File: src/rtl/mbldcm_pkg.sv
// mbldcm_pkg: shared definitions for the BLDC commutator.
// Holds the frequency word width, the six-step phase constants, the
// commutator state encoding and a phase-advance helper.
package mbldcm_pkg;

    localparam int unsigned FREQ_W      = 32;
    localparam int unsigned PHASE_W     = 3;
    localparam int unsigned PHASE_COUNT = 6;
    localparam int unsigned PHASE_MAX   = PHASE_COUNT - 1;

    typedef enum logic [1:0] {
        ST_IDLE   = 2'd0,
        ST_RAMP   = 2'd1,
        ST_LOCKED = 2'd2
    } state_t;

    // Next commutation step, wrapping from the last step back to 0.
    function automatic logic [PHASE_W-1:0] phase_next(input logic [PHASE_W-1:0] phase);
        return (phase == PHASE_W'(PHASE_MAX)) ? '0 : phase + PHASE_W'(1);
    endfunction

endpackage

File: src/rtl/mbldcm_ramp_gen.sv
// mbldcm_ramp_gen: ramp-tick divider and slew limiter.
// Ports:
//   clk      in   clock, rising edge
//   rst      in   asynchronous active-high reset
//   target   in   effective target frequency
//   current  out  registered ramped frequency; moves toward target by at
//                 most ramp_step once every ramp_div cycles
module mbldcm_ramp_gen
    import mbldcm_pkg::*;
#(
    parameter int unsigned       ramp_div  = 1000,
    parameter logic [FREQ_W-1:0] ramp_step = 32'd64
) (
    input  logic              clk,
    input  logic              rst,
    input  logic [FREQ_W-1:0] target,
    output logic [FREQ_W-1:0] current
);

    localparam int unsigned      CNT_W    = (ramp_div > 1) ? $clog2(ramp_div) : 1;
    localparam logic [CNT_W-1:0] CNT_LAST = CNT_W'(ramp_div - 1);

    logic [CNT_W-1:0]  tick_cnt;
    logic              tick_c;
    logic [FREQ_W-1:0] slewed_c;

    assign tick_c = (tick_cnt == CNT_LAST);

    // Step toward the target; the distance is always formed as the larger
    // minus the smaller operand so neither overshoot nor wrap can occur.
    always_comb begin
        slewed_c = current;
        if (target > current) begin
            if ((target - current) <= ramp_step) begin
                slewed_c = target;
            end else begin
                slewed_c = current + ramp_step;
            end
        end else if (current > target) begin
            if ((current - target) <= ramp_step) begin
                slewed_c = target;
            end else begin
                slewed_c = current - ramp_step;
            end
        end
    end

    // Free-running tick divider; current frequency only changes on a tick.
    always_ff @(posedge clk or posedge rst) begin
        if (rst) begin
            tick_cnt <= '0;
            current  <= '0;
        end else begin
            tick_cnt <= tick_c ? '0 : tick_cnt + CNT_W'(1);
            if (tick_c) begin
                current <= slewed_c;
            end
        end
    end

endmodule

File: src/rtl/mbldcm_commutator.sv
// mbldcm_commutator: six-step BLDC commutation sequencer.
// A slew-limited frequency drives a 32-bit phase accumulator; each
// accumulator carry advances the commutation step.
// Ports:
//   iClock             in   clock, rising edge
//   iReset             in   asynchronous active-high reset
//   iFreqTarget        in   target frequency word
//   iLatchFreqTarget   in   strobe loading iFreqTarget
//   iPhaseUpdate       in   forced commutation step (6/7 ignored)
//   iLatchPhaseUpdate  in   strobe applying iPhaseUpdate
//   iEnable            in   run enable; low ramps the motor down to 0
//   oFreqTarget        out  held target for readback
//   oFreqCurrent       out  ramped frequency (NCO increment)
//   oPhase             out  commutation step 0..5
//   oStep              out  one-cycle pulse per phase advance
//   oFreqReflected     out  high while locked on a nonzero target
//   oStop              out  high while stopped (idle)
module mbldcm_commutator
    import mbldcm_pkg::*;
#(
    parameter int unsigned       pRampDiv  = 1000,
    parameter logic [FREQ_W-1:0] pRampStep = 32'd64
) (
    input  logic               iClock,
    input  logic               iReset,
    input  logic [FREQ_W-1:0]  iFreqTarget,
    input  logic               iLatchFreqTarget,
    input  logic [PHASE_W-1:0] iPhaseUpdate,
    input  logic               iLatchPhaseUpdate,
    input  logic               iEnable,
    output logic [FREQ_W-1:0]  oFreqTarget,
    output logic [FREQ_W-1:0]  oFreqCurrent,
    output logic [PHASE_W-1:0] oPhase,
    output logic               oStep,
    output logic               oFreqReflected,
    output logic               oStop
);

    state_t            state;
    logic [FREQ_W-1:0] eff_target_c;
    logic [FREQ_W-1:0] acc;
    logic [FREQ_W:0]   acc_sum_c;
    logic              force_c;

    // Held target register for readback and ramp reference.
    always_ff @(posedge iClock or posedge iReset) begin
        if (iReset) begin
            oFreqTarget <= '0;
        end else if (iLatchFreqTarget) begin
            oFreqTarget <= iFreqTarget;
        end
    end

    assign eff_target_c = iEnable ? oFreqTarget : '0;

    mbldcm_ramp_gen #(
        .ramp_div  (pRampDiv),
        .ramp_step (pRampStep)
    ) u_ramp_gen (
        .clk     (iClock),
        .rst     (iReset),
        .target  (eff_target_c),
        .current (oFreqCurrent)
    );

    assign acc_sum_c = {1'b0, acc} + {1'b0, oFreqCurrent};
    assign force_c   = iLatchPhaseUpdate && (iPhaseUpdate <= PHASE_W'(PHASE_MAX));

    // Phase accumulator and step counter; a forced phase overrides a carry.
    always_ff @(posedge iClock or posedge iReset) begin
        if (iReset) begin
            acc    <= '0;
            oPhase <= '0;
            oStep  <= 1'b0;
        end else if (force_c) begin
            acc    <= '0;
            oPhase <= iPhaseUpdate;
            oStep  <= 1'b0;
        end else begin
            acc   <= acc_sum_c[FREQ_W-1:0];
            oStep <= acc_sum_c[FREQ_W];
            if (acc_sum_c[FREQ_W]) begin
                oPhase <= phase_next(oPhase);
            end
        end
    end

    // Run-state machine; status outputs are registered alongside the state.
    always_ff @(posedge iClock or posedge iReset) begin
        if (iReset) begin
            state          <= ST_IDLE;
            oStop          <= 1'b1;
            oFreqReflected <= 1'b0;
        end else begin
            case (state)
                ST_IDLE: begin
                    if (eff_target_c != '0) begin
                        state <= ST_RAMP;
                        oStop <= 1'b0;
                    end
                end
                ST_RAMP: begin
                    if ((oFreqCurrent == eff_target_c) && (oFreqCurrent != '0)) begin
                        state          <= ST_LOCKED;
                        oFreqReflected <= 1'b1;
                    end else if ((oFreqCurrent == '0) && (eff_target_c == '0)) begin
                        state <= ST_IDLE;
                        oStop <= 1'b1;
                    end
                end
                ST_LOCKED: begin
                    if (eff_target_c != oFreqCurrent) begin
                        state          <= ST_RAMP;
                        oFreqReflected <= 1'b0;
                    end
                end
                default: begin
                    state          <= ST_IDLE;
                    oStop          <= 1'b1;
                    oFreqReflected <= 1'b0;
                end
            endcase
        end
    end

endmodule

File: config.mk
export PLATFORM = sky130hd
export DESIGN_NAME = mbldcm_commutator
export DESIGN_NICKNAME = d
export VERILOG_FILES = /design/src/rtl/mbldcm_pkg.sv /design/src/rtl/mbldcm_ramp_gen.sv /design/src/rtl/mbldcm_commutator.sv
export SDC_FILE = /design/constraint.sdc
export NUM_CORES = 1
export LEC_CHECK = 0
export CAP_MARGIN = 30
export CORE_ASPECT_RATIO = 0.6
export CORE_MARGIN = 2
export CORE_UTILIZATION = 40
export DETAILED_ROUTE_END_ITERATION = 6
export GPL_TIMING_DRIVEN = 1
export PLACE_DENSITY = 0.57
export SLEW_MARGIN = 5
export SYNTH_ARGS = -nofsm -noshare
export SYNTH_HDL_FRONTEND = slang
export SYNTH_SLANG_ARGS = --single-unit
File: constraint.sdc
create_clock -name iClock -period 9.4 [get_ports iClock]
set_input_delay 1.41 -clock iClock [delete_from_list [all_inputs] [get_ports iClock]]
set_output_delay 1.41 -clock iClock [all_outputs]
set_load 0.03 [all_outputs]
==> impl_metrics.yaml <==
global_route:
  antenna_found_initial: 2
  grt_pass1_vias: 10500
  track_usage_pct: 27.6
  grt_max_degree: 67
  grt-ovfl-total: 0
  grt_pass1_wl_mm: 63.6
layout:
  layout_common_cells: "nand2_1 (145), nor2_1 (132), dfrtp_1 (113), a21oi_1 (111), clkdlybuf4s50_1 (108)"
  area_delta_synth_final_pct: 17.3
  nets: 1677
  final_common_cell: "nand2_1"
  fill_cells: 2817
  fin_util_pct: 48.2
  drive_gt1_share_pct: 6.40
  diodes: 0
timing:
  fin_tns_setup_ns: 0
  skew_ns: 0.00826
  finalHoldViolations: 0
  min_period_ns: 7.53
  relSlewSlack_pct: 24.7
  fmax_mhz: 133
  tightest_slew_ns: 1.12
  finalSetupViolCount: 0
  drv_slew: 0
  rsz0062_at_grt: "false"
  period_share_pct: 80.1
synth:
  synthCells: 1457
  syn-cell-area_sq_um: 11400
  avgSynthCellArea_sq_um: 7.85
  synthFlopType: "dfrtp_1"
  synth_edf_count: 0
  syn_nets: 1600
  ys_ff_latch: 114
  ys_warn_count: 0
  netlist-cell-type-count: 84
  seq_area_frac_synth_pct: 24.9
  async_flop_share_pct: 100
cts:
  insertion_delay_ns: 0.45
  cts_tree: "done"
  cts_hold_buf: 0
  numCtsBuffers: 17
  root_buffer: "clkbuf_16"
  htreeDepth: 4
  cts_resized: 0
  clock-sinks: 114
  post-cts-setup-buffers: 0
  clkSlewWorstSetupHoldPaths_ns: 0.06
  clock_path_buffers: 2
place:
  io_buffers: 109
  dp_hpwl_mm: 32.5
  gp_congestion: 0.942
worst_hold_path:
  hold_class: "flip-flop to flip-flop"
power:
  cellLeakagePower_nw: 5.86
  vdd_drop_max_mv: 0.108
  pwr-share-clk_pct: 37.8
  seqPwrFrac_pct: 30.3
  pwr-share-comb_pct: 31.9
  power_density_nw_per_um2: 135
  p_int_mw: 1.18
  switchingPower_uw: 634
  switching_share_pct: 35.0
route:
  ant_nets: 0
  num_vias: 11700
  avgViaCountPerCell: 6.09
  drt_iter0_drc: 1166
  drcViolationCount: 0
  drt_first_pass_iters: 5
  wirelength_mm: 41.4
  wl_per_cell_um: 21.6
floorplan:
  pin_count: 110
  core_sq_um: 27900
  die_height_um: 135
  dieArea_sq_um: 30000
  die_w_um: 222
  num_rows: 47
  initial_core_util_pct: 41.1
run_status:
  status: "finished, final reports clean"
critical_path:
  worstSetupEndpointType: "flip-flop"
  critPathArrivalTime_ns: 7.82
  cp.required_ns: 9.69
  startpoint_type: "primary input"
  cp_max_fo: 31
  crit_type: "primary input to flip-flop"
flow_run:
  maxCapViolations: 0
[cell usage after synthesis (7+ instances only)]
library cell | instances | area share (%)
inv_1 | 91 | 3.0
clkbuf_1 | 38 | 1.2
o211ai_1 | 22 | 1.4
o22ai_1 | 8 | 0.44
nand2_1 | 145 | 4.8
and3_1 | 13 | 0.71
nor2_1 | 132 | 4.3
a22oi_1 | 12 | 0.79
nand3_1 | 40 | 1.7
a21boi_0 | 9 | 0.59
a2bb2oi_1 | 10 | 0.77
buf_2 | 13 | 0.57
nand2b_1 | 24 | 1.3
o21ai_0 | 94 | 4.1
or3_1 | 18 | 0.98
a21oi_1 | 112 | 4.9
a221oi_1 | 7 | 0.54
nor3_1 | 37 | 1.6
mux2_2 | 36 | 3.5
xnor2_1 | 37 | 2.8
nand4_1 | 28 | 1.5
mux2i_1 | 18 | 1.6
o21bai_1 | 9 | 0.59
dfrtp_1 | 113 | 25
xor2_1 | 31 | 2.4
a21o_1 | 30 | 2.0
o31ai_1 | 7 | 0.46
a31oi_1 | 19 | 1.0
nor2b_1 | 22 | 1.2
a211oi_1 | 20 | 1.3
nor4_1 | 24 | 1.3
o21a_1 | 16 | 1.0
ha_1 | 102 | 11
[layout make-up]
class,count,area (sq um),share of cell area [%]
clock buffers,23,478,3.56
clock inverters,9,129,0.960
inverters,92,348,2.59
multi-input cells,1190,7980,59.4
flip-flops and latches,114,2850,21.3
well taps,367,459,3.42
repair buffers,119,1180,8.78
[sequential cells by signal, indices dropped and copies added, names as in the netlist]
name,cells
acc,32
oFreqReflected,1
oFreqTarget,32
oPhase,3
oStep,1
oStop,1
state,2
u_ramp_gen.current,32
u_ramp_gen.tick_cnt,10
[worst max-delay path: stages]
cell,delay [ns]
clkdlybuf4s50_1,0.95
buf_4,0.33
nand2_1,0.15
inv_1,0.18
ha_1,0.45
a2111oi_0,0.76
o211ai_1,0.21
nand2_1,0.26
o2111ai_1,0.29
a2111oi_0,0.50
o2111a_1,0.34
nand4_1,0.21
nor4_2,0.28
a21oi_2,0.09
buf_4,0.26
nand2b_1,0.46
nor2_1,0.45
a22oi_1,0.20
[logic make-up (layout without fill, tap and decap cells)]
family	count (synthesis)	count (layout)	share of synthesized area, %
AND/OR/NAND/NOR	515	515	21.8
AO/OA/AOI/OAI	450	450	26.2
buffers and inverters	153	243	5.43
flip-flops	114	114	24.9
adder cells (fa/ha/maj)	103	103	11.3
XOR/XNOR	68	68	5.20
multiplexers	54	54	5.12
[power groups by stage]
stage	Combinational [mW]	Clock [mW]	Sequential [mW]
6_report	0.577	0.685	0.548
4_1_cts	0.564	0.703	0.548
3_5_place_dp	0.561	0	0.556
3_3_place_gp	0.562	0	0.557
2_1_floorplan	0.366	0	0.579
5_1_grt	0.625	0.725	0.551
[stage by stage]
stage          setup slack, ns  instances  instance area [sq um]  hold WS (ns)  total power, mW
6_report                  1.87       1914                  13400         0.490             1.81
2_1_floorplan             4.32       1457                  11400         0.436            0.945
3_5_place_dp              1.55       1882                  12800         0.488             1.12
5_1_grt                   1.55       1914                  13400         0.509             1.90
4_1_cts                   2.03       1914                  13400         0.497             1.82
3_3_place_gp              1.16       1880                  12800         0.457             1.12
[metal layers]
metal  vias up  GRT usage [%]  part of all wire [%]
met2       544           37.4                    39
li1       5512              -                     -
met4         0           5.33                   1.1
met3        35           6.81                   9.5
met5         -              0                     0
met1      5569           43.2                    50
[worst paths after layout]
| check | from | end | slack, ns | depth (start not counted) |
|---|---|---|---|---|
| min reg2reg | u_ramp_gen.tick_cnt[0] | u_ramp_gen.tick_cnt[0] | 0.49 | 1 |
| min | u_ramp_gen.tick_cnt[0] | u_ramp_gen.tick_cnt[0] | 0.49 | 1 |
| min in group asynchronous | iReset | oPhase[0] | 1.51 | 2 |
| max in group asynchronous | iReset | u_ramp_gen.tick_cnt[8] | 6.67 | 3 |
| max reg2reg | oFreqTarget[21] | u_ramp_gen.current[11] | 3.68 | 16 |
| max | iEnable | u_ramp_gen.current[11] | 1.87 | 18 |
Note: power is estimated with default switching activity, not from simulation.
